<file path="src/rtl/rv32_pkg.sv">
// Shared constants, state encoding and small helpers for the RV32 memory stage.
package rv32_pkg;

  localparam logic [6:0] OPC_LOAD  = 7'b0000011;
  localparam logic [6:0] OPC_STORE = 7'b0100011;

  localparam logic [2:0] F3_B  = 3'b000;
  localparam logic [2:0] F3_H  = 3'b001;
  localparam logic [2:0] F3_W  = 3'b010;
  localparam logic [2:0] F3_BU = 3'b100;
  localparam logic [2:0] F3_HU = 3'b101;

  typedef enum logic [1:0] {
    MEM_IDLE,
    MEM_REQ,
    MEM_WAIT,
    MEM_DONE
  } mem_state_t;

  // Byte enables for an access of the given size at the given byte offset.
  function automatic logic [3:0] byte_enables(input logic [2:0] f3, input logic [1:0] off);
    case (f3[1:0])
      2'b00:   return 4'b0001 << off;
      2'b01:   return 4'b0011 << off;
      default: return 4'b1111;
    endcase
  endfunction

  // Store data replicated across every lane the access could hit.
  function automatic logic [31:0] store_lanes(input logic [2:0] f3, input logic [31:0] d);
    case (f3[1:0])
      2'b00:   return {4{d[7:0]}};
      2'b01:   return {2{d[15:0]}};
      default: return d;
    endcase
  endfunction

  // True when funct3 is legal for the access type and the address is naturally aligned.
  function automatic logic access_ok(input logic is_load, input logic [2:0] f3,
                                     input logic [1:0] off);
    logic ok;
    case (f3)
      F3_B, F3_H, F3_W: ok = 1'b1;
      F3_BU, F3_HU:     ok = is_load;
      default:          ok = 1'b0;
    endcase
    if ((f3[1:0] == 2'b01) && off[0])
      ok = 1'b0;
    if ((f3[1:0] == 2'b10) && (off != 2'b00))
      ok = 1'b0;
    return ok;
  endfunction

endpackage

</file>
<file path="src/rtl/rv32_load_align.sv">
// Picks the addressed byte/half out of a load word and sign- or zero-extends it.
module rv32_load_align
  import rv32_pkg::*;
(
  input  logic [31:0] rdata,
  input  logic [1:0]  offset,
  input  logic [2:0]  funct3,
  output logic [31:0] result
);

  logic [31:0] shifted;

  // Shift the addressed lane down to bit 0, then extend according to funct3.
  always_comb begin
    shifted = rdata >> {offset, 3'b000};
    case (funct3)
      F3_B:    result = {{24{shifted[7]}}, shifted[7:0]};
      F3_BU:   result = {24'd0, shifted[7:0]};
      F3_H:    result = {{16{shifted[15]}}, shifted[15:0]};
      F3_HU:   result = {16'd0, shifted[15:0]};
      default: result = rdata;
    endcase
  end

endmodule

</file>
<file path="src/rtl/rv32_mem_access_stage.sv">
// MEM stage: runs loads/stores over a req/gnt/rvalid data bus, stalling the pipe meanwhile.
module rv32_mem_access_stage
  import rv32_pkg::*;
#(
  parameter int TIMEOUT_CYCLES = 255
) (
  input  logic        clk,
  input  logic        rst_n,
  input  logic [31:0] alu_res_in,
  input  logic [31:0] store_data_in,
  input  logic [31:0] code_in,
  output logic [31:0] data_res_out,
  output logic        stall_out,
  output logic        misalign_out,
  output logic        bus_err_out,
  output logic        dmem_req,
  output logic        dmem_we,
  output logic [31:0] dmem_addr,
  output logic [3:0]  dmem_be,
  output logic [31:0] dmem_wdata,
  input  logic        dmem_gnt,
  input  logic        dmem_rvalid,
  input  logic [31:0] dmem_rdata
);

  localparam int CW = $clog2(TIMEOUT_CYCLES + 1);
  localparam logic [CW-1:0] CNT_LAST = CW'(TIMEOUT_CYCLES - 1);

  mem_state_t  state_q, state_d;
  logic [CW-1:0] cnt_q, cnt_d;
  logic [31:0] addr_q, addr_d;
  logic [1:0]  off_q, off_d;
  logic [3:0]  be_q, be_d;
  logic [31:0] wdata_q, wdata_d;
  logic        we_q, we_d;
  logic [2:0]  f3_q, f3_d;
  logic [31:0] data_res_q, data_res_d;
  logic        bus_err_q, bus_err_d;

  logic [6:0]  opcode;
  logic [2:0]  funct3;
  logic [1:0]  offset;
  logic        is_load, is_store, mem_op, issue, bad;
  logic [31:0] req_addr, req_wdata, load_result;
  logic [3:0]  req_be;
  logic        unused_code_bits;

  assign opcode           = code_in[6:0];
  assign funct3           = code_in[14:12];
  assign offset           = alu_res_in[1:0];
  assign unused_code_bits = ^{code_in[31:15], code_in[11:7]};
  assign is_load          = (opcode == OPC_LOAD);
  assign is_store         = (opcode == OPC_STORE);
  assign mem_op           = is_load | is_store;
  assign issue            = (state_q == MEM_IDLE) & mem_op & access_ok(is_load, funct3, offset);
  assign bad              = (state_q == MEM_IDLE) & mem_op & ~access_ok(is_load, funct3, offset);
  assign req_addr         = {alu_res_in[31:2], 2'b00};
  assign req_be           = byte_enables(funct3, offset);
  assign req_wdata        = store_lanes(funct3, store_data_in);
  assign data_res_out     = data_res_q;
  assign bus_err_out      = bus_err_q;

  rv32_load_align u_load_align (
    .rdata  (dmem_rdata),
    .offset (off_q),
    .funct3 (f3_q),
    .result (load_result)
  );

  // Next-state logic: issue, wait for grant, wait for data, one release cycle, with timeout.
  always_comb begin
    state_d    = state_q;
    cnt_d      = cnt_q;
    addr_d     = addr_q;
    off_d      = off_q;
    be_d       = be_q;
    wdata_d    = wdata_q;
    we_d       = we_q;
    f3_d       = f3_q;
    data_res_d = data_res_q;
    bus_err_d  = 1'b0;
    case (state_q)
      MEM_IDLE: begin
        if (issue) begin
          addr_d  = req_addr;
          off_d   = offset;
          be_d    = req_be;
          wdata_d = req_wdata;
          we_d    = is_store;
          f3_d    = funct3;
          cnt_d   = '0;
          if (dmem_gnt)
            state_d = is_store ? MEM_DONE : MEM_WAIT;
          else
            state_d = MEM_REQ;
        end
      end
      MEM_REQ: begin
        if (dmem_gnt) begin
          state_d = we_q ? MEM_DONE : MEM_WAIT;
          cnt_d   = '0;
        end else if (cnt_q == CNT_LAST) begin
          state_d   = MEM_DONE;
          bus_err_d = 1'b1;
          if (!we_q)
            data_res_d = '0;
        end else begin
          cnt_d = cnt_q + CW'(1);
        end
      end
      MEM_WAIT: begin
        if (dmem_rvalid) begin
          data_res_d = load_result;
          state_d    = MEM_DONE;
        end else if (cnt_q == CNT_LAST) begin
          state_d    = MEM_DONE;
          bus_err_d  = 1'b1;
          data_res_d = '0;
        end else begin
          cnt_d = cnt_q + CW'(1);
        end
      end
      MEM_DONE: state_d = MEM_IDLE;
      default:  state_d = MEM_IDLE;
    endcase
  end

  // State, latched request and registered results, with synchronous active-low reset.
  always_ff @(posedge clk) begin
    if (!rst_n) begin
      state_q    <= MEM_IDLE;
      cnt_q      <= '0;
      addr_q     <= '0;
      off_q      <= '0;
      be_q       <= '0;
      wdata_q    <= '0;
      we_q       <= 1'b0;
      f3_q       <= '0;
      data_res_q <= '0;
      bus_err_q  <= 1'b0;
    end else begin
      state_q    <= state_d;
      cnt_q      <= cnt_d;
      addr_q     <= addr_d;
      off_q      <= off_d;
      be_q       <= be_d;
      wdata_q    <= wdata_d;
      we_q       <= we_d;
      f3_q       <= f3_d;
      data_res_q <= data_res_d;
      bus_err_q  <= bus_err_d;
    end
  end

  // Bus and pipeline outputs: live from the inputs in IDLE, from latched regs afterwards.
  always_comb begin
    dmem_req     = 1'b0;
    dmem_we      = 1'b0;
    dmem_addr    = addr_q;
    dmem_be      = be_q;
    dmem_wdata   = wdata_q;
    stall_out    = 1'b0;
    misalign_out = 1'b0;
    if (rst_n) begin
      case (state_q)
        MEM_IDLE: begin
          dmem_req     = issue;
          dmem_we      = issue & is_store;
          stall_out    = issue;
          misalign_out = bad;
          if (issue) begin
            dmem_addr  = req_addr;
            dmem_be    = req_be;
            dmem_wdata = req_wdata;
          end
        end
        MEM_REQ: begin
          dmem_req  = 1'b1;
          dmem_we   = we_q;
          stall_out = 1'b1;
        end
        MEM_WAIT: stall_out = 1'b1;
        default:  stall_out = 1'b0;
      endcase
    end
  end

endmodule

</file>
<file path="config.mk">
export PLATFORM = sky130hd
export DESIGN_NAME = rv32_mem_access_stage
export DESIGN_NICKNAME = d
export VERILOG_FILES = /design/src/rtl/rv32_pkg.sv /design/src/rtl/rv32_load_align.sv /design/src/rtl/rv32_mem_access_stage.sv
export SDC_FILE = /design/constraint.sdc
export NUM_CORES = 1
export LEC_CHECK = 0
export BUFFER_PORTS_ARGS = -buffer_cell sky130_fd_sc_hd__buf_2
export CORE_MARGIN = 1
export CORE_UTILIZATION = 51
export CTS_CLUSTER_SIZE = 25
export DETAILED_ROUTE_END_ITERATION = 10
export PLACE_DENSITY = 0.78
export SYNTH_ARGS = -nofsm -noshare
export SYNTH_HDL_FRONTEND = slang
export SYNTH_HIERARCHICAL = 1
export SYNTH_SLANG_ARGS = --single-unit
</file>
<file path="constraint.sdc">
create_clock -name clk -period 2.1 [get_ports clk]
set_input_delay 0.105 -clock clk [delete_from_list [all_inputs] [get_ports clk]]
set_output_delay 0.105 -clock clk [all_outputs]
set_load 0.05 [all_outputs]
</file>
==> impl_results.md, run 1 <==
* Cell Pwr Density at ~730 nW/um^2
* Floorplan die area at ~14000 um^2
* Count of flip-flops with a built-in enable after synthesis at 0
* Number of levels the H-tree was split into at 4
* Sequential area share after synthesis at 34.9%
* Placer's final routability congestion estimate at approximately 0.9
* Fin crit share at 101%
* Count of buffers inserted at the top-level ports at 214
* Wire per inst at ~18 um
* Fillcell total at 900
* VDD IR max at between 0.4 and 0.5 mV
* Initial core utilization at 52.8%
* Count of placed standard cells in the final layout, fillers left out at approximately 1.3k
* Setup TNS after final layout at -0.0530 ns
* Total global routing overflow at 0
* Mean post-synth cell area at 8.18 um^2
* Number of rows in the core area at roughly 40
* CP startpoint kind: flop
* Distinct cell type count of the synthesized netlist at 71
* Core footprint at between 10000 and 15000 um^2
* Largest driver fanout on the critical path at 10
* Dpl cells at about 1.2k
* Violation count after the first detailed-routing iteration at between 600 and 700
* Flip-flop and latch count after synthesis at 117
* Number of global-route vias before repair at 6713
* Clk pin slew, worst setup/hold paths at roughly 0.050 ns
* Number of max-cap violations at 0
* Prevailing post-synth register cell: sky130_fd_sc_hd__dfxtp_1
* I/O pin total at between 200 and 250
* Number of DRC violations after detailed routing at 0
* Highest cell delay on the worst timing path at roughly 0.36 ns
* Largest net degree at the start of global routing at 74
* Crit path max-delay cell type: sky130_fd_sc_hd__dfxtp_4
* Slew headroom at 59.2%
* Antenna violations before repair at 0
* Cell at the root of the clock tree: sky130_fd_sc_hd__clkbuf_16
* Asr flop ratio synth at 0%
* Aggregate routed wire length at 22900 um
* Vias per cell at between 5 and 6
* Result of the run: complete, but fails checks
* Gate Count Post-Synth at a little over 800
* Dpl hpwl at roughly 14000 um
* Worst setup margin at -0.0222 ns
* Aggregate global-route resource usage at between 30 and 40%
* CTS max path bufs at 2
* Commonest non-fill, non-tap cell in the layout: sky130_fd_sc_hd__nand2_1
* Final count of negative-setup-slack endpoints at 3
* Category of the worst setup path capture point: output pin
* Post-DRT Antenna Nets at 0
* Share of the synthesized netlist area taken by xor and xnor gates at 0%
* Clock latency at the later pin of the worst-skew pair at between 0.4 and 0.5 ns
* Critical Path RT at about 2 ns
* Area share of the largest cell type after synthesis at 34.9%
* Layout cells sized above 1 at between 30% and 40%
* Post-Syn Area at about 6700 um^2
* Vertical die dimension at about 120 um
* Pre-antenna DRT Iters at 5
* Leading post-synthesis cells by cell area: sky130_fd_sc_hd__dfxtp_1, sky130_fd_sc_hd__nand2_1, sky130_fd_sc_hd__mux2_1, sky130_fd_sc_hd__mux2i_1, sky130_fd_sc_hd__mux2_2
* Failing checks: setup timing
* Post-layout nets at approximately 1.2k
* Transition time at the pin with the least slew margin at 0.604 ns
* Inserted Clock Buffers at 17
* Wire length of the first global-routing pass at roughly 33000 um
* Fraction of the mapped netlist area in simple logic gates at between 20 and 25%
* Largest area contributor in the netlist: sky130_fd_sc_hd__dfxtp_1
* TritonCTS clock tree: yes
* Unrepaired setup endpoints after global routing: yes
* Arrival time worst endpoint at just over 2 ns
* Sequential cell area at between 2000 and 2500 um^2
* LEAKAGE at 0.00405 uW
* Fmax achieved at ~470 MHz
* Most frequent cells in the layout: sky130_fd_sc_hd__nand2_1, sky130_fd_sc_hd__buf_2, sky130_fd_sc_hd__dfxtp_1, sky130_fd_sc_hd__a21oi_1
* Worst min-delay path class: input port to flop
* Largest family of logic cells by synthesized area: multiplexers
* Count of warnings emitted by yosys at 6
* Adder-cell area share of the yosys netlist at 1.12%
* Footprint of the multi-input gates at around 4200 um^2
* Chip width at 117 um
* Maximum clock skew at final layout at about 0.0071 ns
* Number of nets in the synthesized netlist at 960
* Share of cell area taken by muxes after synthesis at a little over a fifth
* Synth Area in Compound Gates at 16.4%
* Post-layout min period at between 2 and 2.5 ns
* Hold violation total from the final report at 0
* Pins over their slew limit at 0
* Total vias in the final route at approximately 7.3k
* Layout Area Growth over Synthesis at 44.1%
* Worst setup path category: flop to output pin
* Ordered cell list for the critical path: inv_4 > ha_4 > and4_4 > buf_16 > mux2_1 > buf_6
* Num Clock Sinks at around 120
-- metal layers --
metal  vias to the layer above  part of all wire (%)  GRT usage [%]  routed length, um
met1                      3377                    40           35.8               9050
met3                        91                   7.7           7.52               1760
met5                         -                     0              0                  0
met2                       432                    49           52.6              11100
li1                       3420                     -              -                  -
met4                         0                   4.1           19.4                944
-- power breakdown --
part           leakage [uW]  switching, uW  total, uW  internal (uW)
clock              0.000296           1010       3020           2000
sequential         0.000944           38.1       2300           2270
combinational       0.00281            969       1720            748
total               0.00405           2020       7040           5020
-- logic make-up (layout without fill, tap and decap cells) --
| family | after synthesis | in the layout |
|---|---|---|
| and+or+nand+nor | 327 | 327 |
| AOI/OAI and AO/OA | 164 | 164 |
| muxes | 135 | 135 |
| DFF | 117 | 117 |
| buffers and inverters | 73 | 350 |
| adders and majority gates | 6 | 6 |
| other | 0 | 1 |
-- worst max-delay path: cells and delay by family, from the launching register on --
| family | cells | cell delay (ns) |
|---|---|---|
| adder cells (fa/ha/maj) | 1 | 0.17 |
| flip-flops | 1 | 0.36 |
| AND/OR/NAND/NOR | 1 | 0.32 |
| buffers and inverters | 3 | 0.40 |
| multiplexers | 1 | 0.36 |
-- sequential cells by signal, summed over array words and instances (netlist names) --
signal	cells
addr_q	32
data_res_out	32
wdata_q	32
cnt_q	8
be_q	4
f3_q	3
off_q	2
state_q	2
bus_err_out	1
we_q	1
-- timing repair --
item,CTS,global route
resized for setup,58,60
buffers inserted,1,5
endpoints found under the hold margin,40,0
pin swaps,1,2
endpoints found under the setup margin,67,72
hold buffers,40,0
cloned,2,3
-- synthesized netlist by cell type, types with 3 or more instances --
library cell                count
sky130_fd_sc_hd__nand2_1      220
sky130_fd_sc_hd__dfxtp_1      117
sky130_fd_sc_hd__a21oi_1       60
sky130_fd_sc_hd__mux2_1        50
sky130_fd_sc_hd__nor2_1        49
sky130_fd_sc_hd__mux2i_1       47
sky130_fd_sc_hd__mux2_2        37
sky130_fd_sc_hd__clkbuf_1      34
sky130_fd_sc_hd__o21ai_0       28
sky130_fd_sc_hd__nor3_1        23
sky130_fd_sc_hd__buf_2         15
sky130_fd_sc_hd__o31ai_1       11
sky130_fd_sc_hd__inv_1         10
sky130_fd_sc_hd__a221oi_1       8
sky130_fd_sc_hd__buf_6          7
sky130_fd_sc_hd__ha_1           6
sky130_fd_sc_hd__nand3_1        5
sky130_fd_sc_hd__nand4_1        5
sky130_fd_sc_hd__a22oi_1        4
sky130_fd_sc_hd__and3_1         4
sky130_fd_sc_hd__nand2b_1       4
sky130_fd_sc_hd__o21ai_1        4
sky130_fd_sc_hd__o21bai_1       4
sky130_fd_sc_hd__a211oi_1       3
sky130_fd_sc_hd__buf_1          3
sky130_fd_sc_hd__o2111ai_1      3
sky130_fd_sc_hd__o211ai_1       3
sky130_fd_sc_hd__o311ai_0       3
-- worst paths after layout --
kind                          from               end  slack, ns  cells past startpoint
hold reg to reg   data_res_out[27]  data_res_out[27]       0.45                      2
hold / removal         code_in[13]           f3_q[1]       0.03                      3
setup reg to reg          cnt_q[0]          cnt_q[6]       0.12                      6
setup / recovery        state_q[0]    dmem_wdata[17]      -0.02                      6
-- through the flow --
stage | worst slack [ns] | util, % | hold WS, ns | power, uW | area [um^2]
2_1_floorplan | -0.0362 | - | 0.241 | 3270 | 6730
3_3_place_gp | 0.0568 | 64.2 | 0.356 | 3770 | 8160
3_5_place_dp | 0.0343 | 64.2 | 0.363 | 3780 | 8160
4_1_cts | 0.000199 | 74.0 | 0.00127 | 6920 | 9410
5_1_grt | -0.0760 | 76.1 | 0.0261 | 7280 | 9680
6_report | -0.0222 | 76.1 | 0.0261 | 7040 | 9680
-- cell type report --
| type | count | area share (%) |
|---|---|---|
| Multi-Input combinational cell | 632 | 43.1 |
| Sequential cell | 117 | 24.2 |
| Timing Repair Buffer | 308 | 23.6 |
| Clock buffer | 22 | 5.10 |
| Tap cell | 172 | 2.22 |
| Clock inverter | 8 | 1.27 |
| Inverter | 12 | 0.491 |
| Antenna cell | 1 | 0.0258 |
Power figures use the tool's default switching activity.
==> inputs of run 2 (changes only) <==
--- a/config.mk
+++ b/config.mk
@@ -6,11 +6,14 @@
 export NUM_CORES = 1
 export LEC_CHECK = 0
 export BUFFER_PORTS_ARGS = -buffer_cell sky130_fd_sc_hd__buf_2
+export CELL_PAD_IN_SITES_DETAIL_PLACEMENT = 0
+export CELL_PAD_IN_SITES_GLOBAL_PLACEMENT = 2
 export CORE_MARGIN = 1
-export CORE_UTILIZATION = 51
+export CORE_UTILIZATION = 29
+export CTS_BUF_LIST = sky130_fd_sc_hd__clkbuf_4
 export CTS_CLUSTER_SIZE = 25
 export DETAILED_ROUTE_END_ITERATION = 10
-export PLACE_DENSITY = 0.78
+export PLACE_DENSITY = 0.8
 export SYNTH_ARGS = -nofsm -noshare
 export SYNTH_HDL_FRONTEND = slang
 export SYNTH_HIERARCHICAL = 1
==> run 2 against run 1 <==
Against the previous run:
- critical path type unchanged
- maximum frequency fell by 3.9%
- die area rose by 74%
- highest routed layer is now met5
- setup slack got worse by 0.085 ns
- the run still ends with setup timing left
- total power fell by 15%
- clock skew rose by 0.015 ns
- largest cell class unchanged
- first-iteration DRC count fell by 40%
==> impl_results.md, run 2 (synthesized netlist as in run 1, its figures left out) <==
* Inserted Clock Buffers at 17 (unchanged)
* TritonCTS clock tree: yes (unchanged)
* Layout cells sized above 1 at 37.1% (was 34.7%)
* Chip width at 154 um (was 117 um)
* Final count of negative-setup-slack endpoints at 62 (was 3)
* Hold violation total from the final report at 0 (unchanged)
* Initial core utilization at 29.6% (was 52.8%)
* Post-layout nets at 1307 (was 1226)
* Core footprint at 22700 um^2 (was 12700 um^2)
* Crit path max-delay cell type: sky130_fd_sc_hd__dfxtp_4 (unchanged)
* Result of the run: complete, but fails checks (unchanged)
* Largest net degree at the start of global routing at 64 (was 74)
* VDD IR max at 0.261 mV (was 0.495 mV)
* Pins over their slew limit at 0 (unchanged)
* Category of cells accounting for the largest share of critical-path delay: buffers and inverters (unchanged)
* Most frequent cells in the layout: sky130_fd_sc_hd__nand2_1, sky130_fd_sc_hd__buf_2, sky130_fd_sc_hd__dfxtp_1, sky130_fd_sc_hd__dlygate4sd3_1, sky130_fd_sc_hd__buf_6 (was sky130_fd_sc_hd__nand2_1, sky130_fd_sc_hd__buf_2, sky130_fd_sc_hd__dfxtp_1, sky130_fd_sc_hd__a21oi_1)
* Highest cell delay on the worst timing path at 0.37 ns (was 0.36 ns)
* Number of global-route vias before repair at 6994 (was 6713)
* Number of levels the H-tree was split into at 4 (unchanged)
* Minimum setup slack after placement at 0.0709 ns (was 0.0343 ns)
* Total vias in the final route at 7234 (was 7320)
* Worst setup margin at -0.107 ns (was -0.0222 ns)
* Number of max-cap violations at 0 (unchanged)
* Setup TNS after final layout at -3.08 ns (was -0.0530 ns)
* Post-layout min period at 2.21 ns (was 2.12 ns)
* Number of DRC violations after detailed routing at 0 (unchanged)
* Arrival time worst endpoint at 2.10 ns (was 2.02 ns)
* Aggregate global-route resource usage at 20.5% (was 31.2%)
* Clock latency at the later pin of the worst-skew pair at 0.52 ns (was 0.41 ns)
* Num Clock Sinks at 117 (unchanged)
* Ordered cell list for the critical path: inv_4 > ha_4 > and4_4 > clkbuf_16 > mux2_4 > buf_6 (was inv_4 > ha_4 > and4_4 > buf_16 > mux2_1 > buf_6)
* Critical Path RT at 2.00 ns (about the same)
* Total cell area at the placement stage at 8330 um^2 (was 8160 um^2)
* Aggregate routed wire length at 25500 um (was 22900 um)
* Commonest non-fill, non-tap cell in the layout: sky130_fd_sc_hd__nand2_1 (unchanged)
* Antenna violations before repair at 4 (was 0)
* Buffers and inverters on the worst path at 3 (unchanged)
* Fin crit share at 105% (was 101%)
* Cell Pwr Density at 556 nW/um^2 (was 727 nW/um^2)
* Count of buffers inserted at the top-level ports at 214 (unchanged)
* Failing checks: setup timing (unchanged)
* Cell at the root of the clock tree: sky130_fd_sc_hd__clkbuf_4 (was sky130_fd_sc_hd__clkbuf_16)
* Category of the worst setup path capture point: output pin (unchanged)
* Maximum clock skew at final layout at 0.0217 ns (was 0.00711 ns)
* Layout Area Growth over Synthesis at 61.0% (was 44.1%)
* Violation count after the first detailed-routing iteration at 393 (was 652)
* Number of rows in the core area at 55 (was 41)
* CP startpoint kind: flop (unchanged)
* Largest driver fanout on the critical path at 7 (was 10)
* Total global routing overflow at 0 (unchanged)
* Unrepaired setup endpoints after global routing: yes (unchanged)
* Transition time at the pin with the least slew margin at 0.616 ns (was 0.604 ns)
* Placer's final routability congestion estimate at 0.850 (was 0.924)
* Post-DRT Antenna Nets at 0 (unchanged)
* Dpl hpwl at 15600 um (was 13900 um)
* Clk pin slew, worst setup/hold paths at 0.11 ns (was 0.05 ns)
* Vertical die dimension at 154 um (was 117 um)
* Worst setup path category: flop to output pin (unchanged)
* LEAKAGE at 0.00441 uW (was 0.00405 uW)
* CTS max path bufs at 2 (unchanged)
* Slew headroom at 58.8% (was 59.2%)
* Wire per inst at 17.3 um (was 18.0 um)
* Floorplan die area at 23800 um^2 (was 13600 um^2)
* Pre-antenna DRT Iters at 5 (unchanged)
* Vias per cell at 4.91 (was 5.75)
* Final non-filler cell area at 10800 um^2 (was 9680 um^2)
* Wire length of the first global-routing pass at 38300 um (was 32900 um)
* Worst min-delay path class: input port to flop (unchanged)
* Fmax achieved at 453 MHz (was 471 MHz)
* I/O pin total at 237 (unchanged)
-- run 2: cell types whose count changed in the layout (fill, tap and decap cells not counted), sizes merged --
cell / change
clkinvlp: +2
dlygate4sd3: +62
inv: +1
buf: +17
clkinv: +2
clkbuf: -2
diode: +5
-- run 2: repair_timing --
item / in CTS / in global routing
hold buffers: 102 / 0
setup endpoints to repair: 71 / 93
pin swaps: 1 / 2
gates cloned: 5 / 6
gates resized for setup: 198 / 44
buffers inserted: 8 / 8
hold endpoints to repair: 105 / 0
-- run 2: final timing paths --
check	from	to	slack (ns)	cells past startpoint
worst max-delay path	state_q[1]	dmem_wdata[24]	-0.11	6
worst min-delay path	store_data_in[15]	wdata_q[15]	0.07	4
worst max register to register	cnt_q[0]	cnt_q[6]	0.14	6
worst min register to register	data_res_out[20]	data_res_out[20]	0.46	2
-- run 2: layout make-up --
class	instances	area, um^2
timing repair buffer	389	3430
tap	285	357
clock inverter	13	159
antenna	6	15.0
fill	2209	11900
multi-input combinational	632	4320
sequential	117	2350
clock buffer	18	135
inverter	12	50.0
-- run 2: through the flow --
step	total power (uW)	std cells	util, %	hold WS (ns)
after detailed placement	3840	1306	36.7	0.361
after global routing	6360	1471	47.6	0.0156
after CTS	6010	1452	46.1	0.0148
after global placement	3850	1306	36.7	0.357
final	6010	1472	47.6	0.0742
after floorplan	3270	822	-	0.241
-- run 2: power by group --
part	switching [uW]	total [uW]	internal [uW]
Clock	947	1770	828
Sequential	29.6	2300	2270
Combinational	1020	1940	924
Total	2000	6010	4020
-- run 2: metal layers --
| layer | part of all wire [%] | global-route usage [%] | vias to the layer above |
|---|---|---|---|
| met1 | 45 | 25.6 | 3390 |
| met4 | 0.88 | 4.48 | 4 |
| met3 | 5.9 | 5.91 | 19 |
| met2 | 48 | 35.0 | 235 |
| met5 | 0.086 | 0 | - |
| li1 | - | - | 3586 |
-- run 2: worst min-delay path: cells and delay by family --
kind,cells,cell delay [ns]
multiplexers,1,0.18
AND/OR/NAND/NOR,2,0.16
buffers and inverters,1,0.09
==> inputs of run 3 (changes only) <==
--- a/config.mk
+++ b/config.mk
@@ -5,11 +5,12 @@
 export SDC_FILE = /design/constraint.sdc
 export NUM_CORES = 1
 export LEC_CHECK = 0
+export ABC_AREA = 1
 export BUFFER_PORTS_ARGS = -buffer_cell sky130_fd_sc_hd__buf_2
 export CELL_PAD_IN_SITES_DETAIL_PLACEMENT = 0
 export CELL_PAD_IN_SITES_GLOBAL_PLACEMENT = 2
 export CORE_MARGIN = 1
-export CORE_UTILIZATION = 29
+export CORE_UTILIZATION = 26
 export CTS_BUF_LIST = sky130_fd_sc_hd__clkbuf_4
 export CTS_CLUSTER_SIZE = 25
 export DETAILED_ROUTE_END_ITERATION = 10
==> constraint.sdc (replaced) <==
create_clock -name clk -period 2.1 [get_ports clk]
set_input_delay 0.105 -clock clk [delete_from_list [all_inputs] [get_ports clk]]
set_output_delay 0.105 -clock clk [all_outputs]
set_load 0.005 [all_outputs]
==> run 3 against run 2 <==
Against the previous run:
- the flow still finishes with violations (setup timing)
- non-clock buffer count down 20
- setup slack worse by 0.049 ns
- clock power down 8%
- flip-flop and latch count unchanged
- first-iteration DRC count down 21%
- sequential share of layout area up 2.6 points
- die area up 3.8%
- worst hold slack worse by 0.014 ns
==> impl_results.md, run 3 <==
* Aggregate routed wire length at 22100 um (was 25500 um)
* Chip width at 157 um (was 154 um)
* Commonest non-fill, non-tap cell in the layout: sky130_fd_sc_hd__nand2_1 (unchanged)
* Worst hold path startpoint: dmem_rdata[9] (was store_data_in[15])
* Final count of negative-setup-slack endpoints at 70 (was 62)
* Most frequent cells in the layout: sky130_fd_sc_hd__nand2_1, sky130_fd_sc_hd__buf_2, sky130_fd_sc_hd__inv_1, sky130_fd_sc_hd__dfxtp_1, sky130_fd_sc_hd__o21ai_0 (was sky130_fd_sc_hd__nand2_1, sky130_fd_sc_hd__buf_2, sky130_fd_sc_hd__dfxtp_1, sky130_fd_sc_hd__dlygate4sd3_1, sky130_fd_sc_hd__buf_6)
* Gate Count Post-Synth at 977 (was 822)
* Num Clock Sinks at 117 (unchanged)
* Leading post-synthesis cells by cell area: sky130_fd_sc_hd__dfxtp_1, sky130_fd_sc_hd__nand2_1, sky130_fd_sc_hd__o21ai_0, sky130_fd_sc_hd__inv_1, sky130_fd_sc_hd__nand3_1 (was sky130_fd_sc_hd__dfxtp_1, sky130_fd_sc_hd__nand2_1, sky130_fd_sc_hd__mux2_1, sky130_fd_sc_hd__mux2i_1, sky130_fd_sc_hd__mux2_2)
* Post-DRT Antenna Nets at 0 (unchanged)
* Total global routing overflow at 0 (unchanged)
* Prevailing post-synth register cell: sky130_fd_sc_hd__dfxtp_1 (unchanged)
* Fmax achieved at 443 MHz (was 453 MHz)
* Asr flop ratio synth at 0% (unchanged)
* CTS max path bufs at 2 (unchanged)
* Post-Syn Area at 6260 um^2 (was 6720 um^2)
* Number of levels the H-tree was split into at 4 (unchanged)
* Dpl hpwl at 14500 um (was 15600 um)
* Pins over their slew limit at 0 (unchanged)
* Antenna violations before repair at 1 (was 4)
* Worst Hold Slack at 0.0604 ns (was 0.0742 ns)
* Number of global-route vias before repair at 6995 (was 6994)
* Dpl cells at 1482 (was 1306)
* Slew headroom at 64.1% (was 58.8%)
* Count of warnings emitted by yosys at 6 (unchanged)
* Fillcell total at 2586 (was 2209)
* Worst setup margin at -0.157 ns (was -0.107 ns)
* Aggregate global-route resource usage at 18.2% (was 20.5%)
* Post-layout nets at 1450 (was 1307)
* Count of flip-flops with a built-in enable after synthesis at 0 (unchanged)
* Transition time at the pin with the least slew margin at 0.536 ns (was 0.616 ns)
* Mean post-synth cell area at 6.40 um^2 (was 8.18 um^2)
* Pre-antenna DRT Iters at 5 (unchanged)
* Initial core utilization at 26.6% (was 29.6%)
* Maximum clock skew at final layout at 0.0217 ns (about the same)
* I/O pin total at 237 (unchanged)
* Sequential area share after synthesis at 37.4% (was 34.9%)
* Inserted Clock Buffers at 17 (unchanged)
* Sequential cell area at 2340 um^2 (was 2350 um^2)
* Critical Path RT at 2.00 ns (about the same)
* Number of nets in the synthesized netlist at 1115 (was 960)
* Arrival time worst endpoint at 2.15 ns (was 2.10 ns)
* Layout cells sized above 1 at 28.3% (was 37.1%)
* Total vias in the final route at 7267 (was 7234)
* Result of the run: complete, but fails checks (unchanged)
* Failing checks: setup timing (unchanged)
* Area share of the largest cell type after synthesis at 37.4% (was 34.9%)
* VDD IR max at 0.240 mV (was 0.261 mV)
* Number of rows in the core area at 56 (was 55)
* Fin crit share at 107% (was 105%)
* Clock latency at the later pin of the worst-skew pair at 0.52 ns (about the same)
* Beginning of the worst register-to-register path: state_q[1] (was cnt_q[0])
* Largest net degree at the start of global routing at 67 (was 64)
* CP startpoint kind: flop (unchanged)
* Number of max-cap violations at 0 (unchanged)
* Vias per cell at 4.41 (was 4.91)
* Violation count after the first detailed-routing iteration at 310 (was 393)
* Unrepaired setup endpoints after global routing: yes (unchanged)
* Most numerous cell types in the synthesized netlist: sky130_fd_sc_hd__nand2_1, sky130_fd_sc_hd__o21ai_0, sky130_fd_sc_hd__inv_1, sky130_fd_sc_hd__dfxtp_1, sky130_fd_sc_hd__nand3_1 (was sky130_fd_sc_hd__nand2_1, sky130_fd_sc_hd__dfxtp_1, sky130_fd_sc_hd__a21oi_1, sky130_fd_sc_hd__mux2_1, sky130_fd_sc_hd__nor2_1)
* Cell Pwr Density at 500 nW/um^2 (was 556 nW/um^2)
* Count of placed standard cells in the final layout, fillers left out at 1646 (was 1472)
* Category of the worst setup path capture point: output pin (unchanged)
* LEAKAGE at 0.00452 uW (was 0.00441 uW)
* Flip-flop and latch count after synthesis at 117 (unchanged)
* Most frequently used cell type in the post-synthesis netlist: sky130_fd_sc_hd__nand2_1 (unchanged)
* Clk pin slew, worst setup/hold paths at 0.10 ns (was 0.11 ns)
* Number of DRC violations after detailed routing at 0 (unchanged)
* Final core utilization at 41.0% (was 47.6%)
* Worst setup path category: flop to output pin (unchanged)
* Largest area contributor in the netlist: sky130_fd_sc_hd__dfxtp_1 (unchanged)
* Hold violation total from the final report at 0 (unchanged)
* Wire per inst at 13.4 um (was 17.3 um)
* Largest driver fanout on the critical path at 24 (was 7)
* Wire length of the first global-routing pass at 35100 um (was 38300 um)
* Count of buffers inserted at the top-level ports at 214 (unchanged)
* Placer's final routability congestion estimate at 0.779 (was 0.850)
* Distinct cell type count of the synthesized netlist at 35 (was 71)
* Worst min-delay path class: input port to flop (unchanged)
* Vertical die dimension at 157 um (was 154 um)
* Footprint of the multi-input gates at 3380 um^2 (was 4320 um^2)
* TritonCTS clock tree: yes (unchanged)
* Cell at the root of the clock tree: sky130_fd_sc_hd__clkbuf_4 (unchanged)
* Layout Area Growth over Synthesis at 54.4% (was 61.0%)
* Floorplan die area at 24700 um^2 (was 23800 um^2)
* Post-layout min period at 2.26 ns (was 2.21 ns)
* Crit path from: state_q[1] (unchanged)
* Core footprint at 23500 um^2 (was 22700 um^2)
## run 3: cell count changes after synthesis, moves of 14 or more
| cell | change |
|---|---|
| sky130_fd_sc_hd__a21oi_1 | -16 |
| sky130_fd_sc_hd__inv_1 | +114 |
| sky130_fd_sc_hd__mux2_1 | -50 |
| sky130_fd_sc_hd__mux2_2 | -37 |
| sky130_fd_sc_hd__mux2i_1 | -47 |
| sky130_fd_sc_hd__nand2_1 | +80 |
| sky130_fd_sc_hd__nand3_1 | +82 |
| sky130_fd_sc_hd__nor2_1 | -14 |
| sky130_fd_sc_hd__nor3_1 | -23 |
| sky130_fd_sc_hd__o21ai_0 | +126 |
| sky130_fd_sc_hd__o21ai_1 | +14 |
## run 3: kinds of logic after synthesis
family | after synthesis | synth area share, %
simple gates | 441 | 29.6
compound gates | 231 | 19.1
buf+inv | 182 | 12.6
flops | 117 | 37.4
fa+ha+maj | 6 | 1.20
## run 3: final timing paths
path | endpoint | slack, ns | cells past startpoint
max reg2reg | cnt_q[0] | 0.18 | 13
min | data_res_out[9] | 0.06 | 5
min reg2reg | addr_q[1] | 0.43 | 2
max | dmem_wdata[2] | -0.16 | 11
## run 3: cell type report
cell class | count | share of cell area [%]
flip-flops and latches | 117 | 24.3
clock buffers | 20 | 1.55
well taps | 319 | 4.13
repair buffers | 369 | 28.7
inverters | 129 | 5.07
multi-input cells | 678 | 35.0
diodes | 3 | 0.0777
clock inverters | 11 | 1.15
## run 3: repair_timing
item / CTS / global route
gates cloned: 8 / 1
resized for setup: 104 / 36
pin swaps: 4 / 2
hold buffers: 104 / 0
endpoints found under the hold margin: 106 / 0
setup endpoints to repair: 71 / 96
setup buffers: 13 / 6
## run 3: worst max-delay path: stages, from the launching register on
cell and delay, ns:
sky130_fd_sc_hd__dfxtp_2 0.34, sky130_fd_sc_hd__inv_2 0.08, sky130_fd_sc_hd__ha_4 0.16, sky130_fd_sc_hd__nand2_4 0.05, sky130_fd_sc_hd__nor2b_4 0.12, sky130_fd_sc_hd__nand3_2 0.10
sky130_fd_sc_hd__nor2_4 0.14, sky130_fd_sc_hd__buf_12 0.18, sky130_fd_sc_hd__buf_12 0.17, sky130_fd_sc_hd__nand2_1 0.07, sky130_fd_sc_hd__o21ai_0 0.07, sky130_fd_sc_hd__buf_2 0.17
## run 3: metal layers
metal	part of all wire [%]	track usage, %	wire [um]
met1	46	22.3	10100
met4	0.83	4.62	183
met2	47	30.5	10300
met3	6.6	5.84	1460
met5	0	0	0
## run 3: where the power goes
group | internal, uW | leakage (uW) | switching [uW]
clock | 725 | 0.000143 | 895
combinational | 435 | 0.00344 | 466
sequential | 2260 | 0.000944 | 42.5
## run 3: stage by stage
| step | setup TNS, ns | total power [uW] | cell area (um^2) | worst slack (ns) |
|---|---|---|---|---|
| 2_1_floorplan | 0 | 2740 | 6260 | 0.312 |
| 3_3_place_gp | 0 | 3020 | 7700 | 0.183 |
| 3_5_place_dp | 0 | 3020 | 7700 | 0.170 |
| 4_1_cts | -16.89 | 4900 | 9540 | -0.289 |
| 5_1_grt | -20.07 | 5130 | 9660 | -0.351 |
| 6_report | -7.59 | 4820 | 9660 | -0.157 |
